--- src/rtl/key_loader.sv ---
// Serial key loader for RLL-locked netlists: assembles a parity-protected key frame
// in a shadow register and exposes it on the key bus only once the parity check passes.
module key_loader #(
    parameter int unsigned KEY_W   = 32,
    parameter int unsigned CNT_W   = 6,
    parameter int unsigned TIMEOUT = 16
) (
    input  logic             clk,
    input  logic             rst_n,
    input  logic             start,
    input  logic             clear,
    input  logic             sdata,
    input  logic             svalid,
    output logic             sready,
    output logic [KEY_W-1:0] key_out,
    output logic             key_valid,
    output logic             busy,
    output logic             err
);

    localparam int unsigned STALL_W = $clog2(TIMEOUT + 1);

    typedef enum logic [2:0] {
        StIdle,
        StShift,
        StCheck,
        StLocked,
        StError
    } state_e;

    state_e             state_q, state_d;
    logic [KEY_W-1:0]   shadow_q, shadow_d;
    logic [KEY_W-1:0]   key_q, key_d;
    logic [CNT_W-1:0]   cnt_q, cnt_d;
    logic [STALL_W-1:0] stall_q, stall_d;
    logic               parity_q, parity_d;

    always_ff @(posedge clk) begin
        if (!rst_n) begin
            state_q  <= StIdle;
            shadow_q <= '0;
            key_q    <= '0;
            cnt_q    <= '0;
            stall_q  <= '0;
            parity_q <= 1'b0;
        end else begin
            state_q  <= state_d;
            shadow_q <= shadow_d;
            key_q    <= key_d;
            cnt_q    <= cnt_d;
            stall_q  <= stall_d;
            parity_q <= parity_d;
        end
    end

    always_comb begin
        state_d  = state_q;
        shadow_d = shadow_q;
        key_d    = key_q;
        cnt_d    = cnt_q;
        stall_d  = stall_q;
        parity_d = parity_q;

        unique case (state_q)
            StIdle: begin
                if (start) begin
                    state_d  = StShift;
                    shadow_d = '0;
                    cnt_d    = '0;
                    stall_d  = '0;
                    parity_d = 1'b0;
                end
            end
            StShift: begin
                if (svalid) begin
                    stall_d = '0;
                    if (cnt_q == CNT_W'(KEY_W)) begin
                        parity_d = sdata;
                        state_d  = StCheck;
                    end else begin
                        for (int i = 0; i < KEY_W; i++) begin
                            if (cnt_q == CNT_W'(i)) shadow_d[i] = sdata;
                        end
                        cnt_d = cnt_q + CNT_W'(1);
                    end
                end else begin
                    if (stall_q != STALL_W'(TIMEOUT)) stall_d = stall_q + STALL_W'(1);
                    // Error is taken on the stall cycle that brings the count to TIMEOUT.
                    if (stall_q >= STALL_W'(TIMEOUT - 1)) begin
                        state_d = StError;
                        key_d   = '0;
                    end
                end
            end
            StCheck: begin
                if ((^shadow_q ^ parity_q) == 1'b0) begin
                    state_d = StLocked;
                    key_d   = shadow_q;
                end else begin
                    state_d = StError;
                    key_d   = '0;
                end
            end
            StLocked: begin
                state_d = StLocked;
            end
            StError: begin
                key_d = '0;
            end
            default: begin
                state_d = StIdle;
                key_d   = '0;
            end
        endcase

        // Zeroisation overrides everything else decided this cycle.
        if (clear) begin
            state_d  = StIdle;
            shadow_d = '0;
            key_d    = '0;
            cnt_d    = '0;
            stall_d  = '0;
            parity_d = 1'b0;
        end
    end

    assign sready    = (state_q == StShift);
    assign busy      = (state_q == StShift) || (state_q == StCheck);
    assign key_valid = (state_q == StLocked);
    assign err       = (state_q == StError);
    assign key_out   = key_q;

endmodule
--- config.mk ---
export PLATFORM = sky130hd
export DESIGN_NAME = key_loader
export DESIGN_NICKNAME = d
export VERILOG_FILES = /design/src/rtl/key_loader.sv
export SDC_FILE = /design/constraint.sdc
export NUM_CORES = 1
export LEC_CHECK = 0
export ABC_AREA = 1
export BUFFER_PORTS_ARGS = -buffer_cell sky130_fd_sc_hd__buf_2
export CORE_MARGIN = 2
export CORE_UTILIZATION = 45
export CTS_BUF_LIST = sky130_fd_sc_hd__clkbuf_4 sky130_fd_sc_hd__clkbuf_8
export CTS_CLUSTER_SIZE = 12
export DETAILED_ROUTE_END_ITERATION = 10
export GPL_ROUTABILITY_DRIVEN = 0
export PLACE_DENSITY_LB_ADDON = 0.1
export SYNTH_ARGS = -nofsm -noshare
export SYNTH_HDL_FRONTEND = slang
export SYNTH_SLANG_ARGS = --single-unit
--- constraint.sdc ---
create_clock -name clk -period 1.9 [get_ports clk]
set_clock_uncertainty 0.05 [all_clocks]
set_input_delay 0.095 -clock clk [delete_from_list [all_inputs] [get_ports clk]]
set_output_delay 0.095 -clock clk [all_outputs]
set_load 0.03 [all_outputs]
=== Word level (Yosys, flattened, before mapping) ===
Index checks and enable logic that the tools add are counted.

* Flip-flop bits (word level): 79
* Input bits: 6
* Output and inout bits: 36
* Word-level logic and storage cells: 224

* Add/sub/neg operators: 2
* Order comparisons: 1
* Equality and inequality tests: 78
* Muxes and demuxes: 58
* Bitwise operators: 4
* Reduce and logical (&&, ||, !) cells: 44

{| class="wikitable"
|+ Operators by type and width
! cell !! number
|-
| 32-bit two-way mux || 6
|-
| 5-bit AND reduction || 32
|-
| 6-bit by 5-bit == test with 1-bit output, second input constant || 16
|-
| 32-bit one-hot mux with 3 select lines || 1
|-
| 2-bit by 1-bit != test with 1-bit output, second input constant || 34
|-
| 32-bit one-hot mux with 2 select lines || 1
|-
| 6-bit by 4-bit == test with 1-bit output, second input constant || 8
|-
| 1-bit two-way mux || 35
|-
| 32-bit parity || 1
|-
| 6-bit by 3-bit == test with 1-bit output, second input constant || 4
|-
| 6-bit two-way mux || 3
|-
| 3-bit two-way mux || 5
|-
| 5-bit two-way mux || 3
|-
| 3-bit one-hot mux with 5 select lines || 1
|-
| 6-bit by 2-bit == test with 1-bit output, second input constant || 2
|-
| 6-bit one-hot mux with 2 select lines || 1
|-
| 4-bit AND reduction || 3
|-
| 5-bit one-hot mux with 2 select lines || 1
|-
| 3-bit by 2-bit != test with 1-bit output, second input constant || 3
|-
| 2-bit != test, second input constant || 4
|-
| 6-bit by 1-bit adder with 6-bit output, second input constant || 1
|-
| 3-bit by 2-bit == test with 1-bit output, second input constant || 2
|-
| 6-bit by 1-bit == test with 1-bit output, second input constant || 1
|-
| 6-bit == test, second input constant || 1
|-
| 14 further kinds || 18
|}

=== Depth between registers and ports, before layout ===
* Depth in word-level cells: 5
* Mapped depth: 17

=== Least setup slack after synthesis ===
OpenSTA, ideal clock, no wires.

* Path type: register -> register
* Start: register state_q[2]
* End: register key_q[0], in the netlist key_out[0]
* Library setup time: 70 ps
* Arrival time: 2,026 ps
* Data required time: 1,780 ps
* Slack: -246 ps
* Stages on the path, launching flop included: 8
* Period minus slack after synthesis: 2,146 ps
* Path through: dfxtp_1 > buf_2 > nor3_1 > inv_1 > o2111ai_2 > clkbuf_1 > nand2_1 > a21oi_1

* Longest elaborated chain between the ends: 4
* Elaborated cells on any way between the ends: 10

{| class="wikitable"
|+ Ends and longest elaborated chain
! element !! RTL line !! text
|-
| from (decl) || 31 || <nowiki>state_e state_q, state_d;</nowiki>
|-
| from (signal assigned) || 40 || <nowiki>state_q <= StIdle;</nowiki>
|-
| from (signal assigned) || 47 || <nowiki>state_q <= state_d;</nowiki>
|-
| 3-bit by 2-bit == test with 1-bit output (*) || -- ||
|-
| via key_valid || 16 || <nowiki>output logic key_valid,</nowiki>
|-
| 2-bit OR reduction (no source line) (*) || -- ||
|-
| 1-bit inverter (no source line) || -- ||
|-
| 3-bit AND reduction (no source line) || -- ||
|-
| to (signal assigned) || 49 || <nowiki>key_q <= key_d;</nowiki>
|-
| to (decl) || 33 || <nowiki>logic [KEY_W-1:0] key_q, key_d;</nowiki>
|}

Mark *: on every way through the listed nets, which the timed path passes. The rest lies on a longest branch.
A chain may end at the register's enable or synchronous reset.

=== Final worst setup path ===
* Start: register shadow_q[25]
* End: register key_q[23], in the netlist key_out[23]

* Longest elaborated chain between the ends: 4

{| class="wikitable"
|+ Ends and longest elaborated chain
! element !! RTL line !! text
|-
| from (decl) || 32 || <nowiki>logic [KEY_W-1:0] shadow_q, shadow_d;</nowiki>
|-
| from (signal assigned) || 48 || <nowiki>shadow_q <= shadow_d;</nowiki>
|-
| 32-bit parity || 96 || <nowiki>if ((^shadow_q ^ parity_q) == 1'b0) begin</nowiki>
|-
| 1-bit XOR || 96 ||
|-
| 32-bit two-way mux || 96 ||
|-
| 32-bit one-hot mux with 3 select lines || 64 || <nowiki>unique case (state_q)</nowiki>
|}

No other way between the ends.

==> reports/metrics.cfg <==
[route]
via_per_inst=5.35
drtIter0Drc=234
drcViolationCount=0
antenna_left=0
wl_per_cell_microns=14.8
vias=4131
drt_wl_total_microns=11400
dr.pass1.iters=4

[power_and_ir_drop]
peakVddDrop_uv=405
switching_share_pct=33.1
seq_power_share_pct=43.0
p_sw_w=0.00134
power_frac_comb_pct=29.4
power.total_w=0.00403
p_leak_nw=2.17
internal_power_w=0.00269
powerDensity_mw_per_mm2=762
pwr-share-clk_pct=27.6

[final_layout]
antenna-diode-count=0
fin_cells=772
fillers=832
fin_nets=674
layout-drive-gt1-share_pct=30.4
fin_area_sq_mm=0.00529
utilization_pct=60.1
syn2layout_area_growth_pct=28.3

[timing]
max_slew.worst_pin.slew_ns=0.456
layout_setup_ws_ns=-0.00455
finalCritPeriodShare_pct=100
fmax_mhz=525
hold_violations=0
slew_violations=0
fin_crit_ns=1.90
fin_setup_tns_ns=-0.00715
rsz0062_at_grt=true
setup-violations-final=2
slew-limit-headroom_pct=69.3

[grt]
grt.overflow.total=0
grt_use_total_pct=21.3
grt_pass1_vias=3698
grt_max_degree=38
antenna_found_initial=0
grt_pass1_wl_microns=17200

[yosys]
synth_top_area_cell=dfxtp_1
yosys_warnings=0
synth_top_family_by_area=simple AND/OR/NAND/NOR gates
synth-main-ff-cell=dfxtp_1
yosysSeqAreaShare_pct=38.4
synthSimpleGateAreaFrac_pct=27.9
async_reset_ff_share_pct=0
synth_edf_count=0
avgSynthCellArea_sq_um=6.92
ys_ff_latch=79
synth-xor-area-share_pct=4.46
synth-compound-area-share_pct=18.9
netlist_instances=596
netlist_area_sq_mm=0.00412
synth_top_area_share_pct=38.4
synth_area_leaders=dfxtp_1 (38%), nand2_1 (15%), a21oi_1 (9.5%), nand3_1 (6.8%), o21ai_0 (5.1%)
synth_cell_types=35
synth_mux_area_share_pct=0
syn-num-nets=609
synthAdderAreaFrac_pct=2.13

[die]
core_area_sq_mm=0.00881
ios=42
start_util_pct=46.8
num_rows=34
die_h_microns=99.7
die_area_sq_mm=0.00994
die_w_microns=99.7

[clock_network]
numCtsBuffers=9
cts_tree=done
clk_path_buf_depth=2
cts_htree_levels=3
cts-root-buf=clkbuf_8
cts.sinks=79
path_clk_slew_ns=0.08
insertion_delay_ns=0.35

[setup_path]
cp.arrival_ns=2.15
crit_path_start_kind=register
path_max_fanout=6
critPathCaptureType=register
ff2ff_setup_slack_ns=-0.005
required_ns=2.14
critical_path_class=reg -> reg

[placement]
placed_cell_area_sq_mm=0.00462
port_buffers=41
dpl.hpwl_microns=7420
place_inst=745

[flow_run]
drv_cap=0

[status]
violations=negative setup slack
status=finished with violations

[worst_hold_path]
hold_class=in -> reg

## logic make-up (layout without fill, tap and decap cells)
group                    count (synthesis)  after routing
buffers and inverters                   79            147
flip-flops                              79             79
AO/OA/AOI/OAI                          140            140
AND/OR/NAND/NOR                        270            270
adder cells (fa/ha/maj)                  7              7
XOR/XNOR                                21             21
## cells in the mapped netlist (2+ instances only)
cell / count
inv_4: 2
buf_4: 2
nand2_1: 170
ha_1: 7
inv_1: 43
a21oi_1: 78
xor2_1: 10
xnor2_1: 11
nand3_1: 56
buf_2: 5
buf_6: 3
a211oi_1: 3
nor2_1: 24
clkbuf_1: 19
nor3_4: 2
a311oi_1: 10
dfxtp_1: 79
o21ai_0: 42
inv_2: 4
nor3_1: 11
## state kept, by name (all words and copies together), names as in the netlist
signal / count
state_q: 3
shadow_q: 32
key_out: 32
cnt_q: 6
parity_q: 1
stall_q: 5
## worst max-delay path, cell delays in order (launching register included)
cell,delay (ns)
dfxtp_1,0.44
xnor2_2,0.13
xnor2_1,0.23
nand2_1,0.08
nand2_1,0.10
nand3_2,0.11
nand2_2,0.07
nand2_2,0.06
nand2_4,0.11
buf_12,0.12
clkbuf_16,0.15
nand3_2,0.07
a21oi_2,0.13
## final cells by class
type | instances | area, sq um | area share (%)
Inverter | 49 | 189 | 3.57
Timing Repair Buffer | 84 | 691 | 13.1
Tap cell | 108 | 135 | 2.56
Multi-Input combinational cell | 438 | 2490 | 47.1
Sequential cell | 79 | 1620 | 30.7
Clock inverter | 4 | 23.8 | 0.449
Clock buffer | 10 | 138 | 2.60
## cells in the final DEF (no fill, tap or decap), drive strengths merged, types with 4 or more instances in the layout
cell    instances
nand2         171
buf            81
dfxtp          79
a21oi          78
nand3          56
inv            49
o21ai          44
nor2           25
nor3           14
clkbuf         13
xnor2          11
a311oi         10
xor2           10
ha              7
clkinv          4
## power by group through the flow
| stage | logic, W | clock network [W] | registers [W] |
|---|---|---|---|
| floorplan | 0.000559 | 0 | 0.00175 |
| global placement | 0.000769 | 0 | 0.00176 |
| detailed placement | 0.000786 | 0 | 0.00176 |
| CTS | 0.000804 | 0.00115 | 0.00172 |
| global route | 0.00127 | 0.00121 | 0.00174 |
| finish | 0.00119 | 0.00111 | 0.00173 |
## routing by layer
| metal | share of wire (%) | GRT usage [%] | vias up | routed length, microns |
|---|---|---|---|---|
| met3 | 5.1 | 3.87 | 20 | 576 |
| met5 | 0 | 0 | - | 0 |
| met1 | 44 | 26.1 | 1905 | 4970 |
| met4 | 2.2 | 7.69 | 0 | 250 |
| met2 | 49 | 37.4 | 97 | 5600 |
| li1 | - | - | 2109 | - |
## what timing repair did
action / in CTS / in global routing
pin swaps: 0 / 33
cloned: 0 / 4
endpoints found under the setup margin: 21 / 67
hold buffers: 0 / 0
buffers inserted: 0 / 9
gates resized for setup: 12 / 96
## worst paths after layout
check / from / to / cells past startpoint
min reg2reg: key_out[26]$_SDFFE_PP0P_ / key_out[26]$_SDFFE_PP0P_ / 2
max: shadow_q[25]$_SDFFE_PP0P_ / key_out[23]$_SDFFE_PP0P_ / 12
min: clear / shadow_q[31]$_SDFFE_PP0P_ / 5
max reg2reg: shadow_q[25]$_SDFFE_PP0P_ / key_out[23]$_SDFFE_PP0P_ / 12
## through the flow
stage          hold WS [ns]  setup WS, ns
2_1_floorplan         0.286        0.0635
3_3_place_gp          0.399       0.00127
3_5_place_dp          0.404       -0.0305
4_1_cts               0.139      -0.00467
5_1_grt               0.172        -0.159
6_report              0.150      -0.00455
Note: power is estimated with default switching activity, not from simulation.
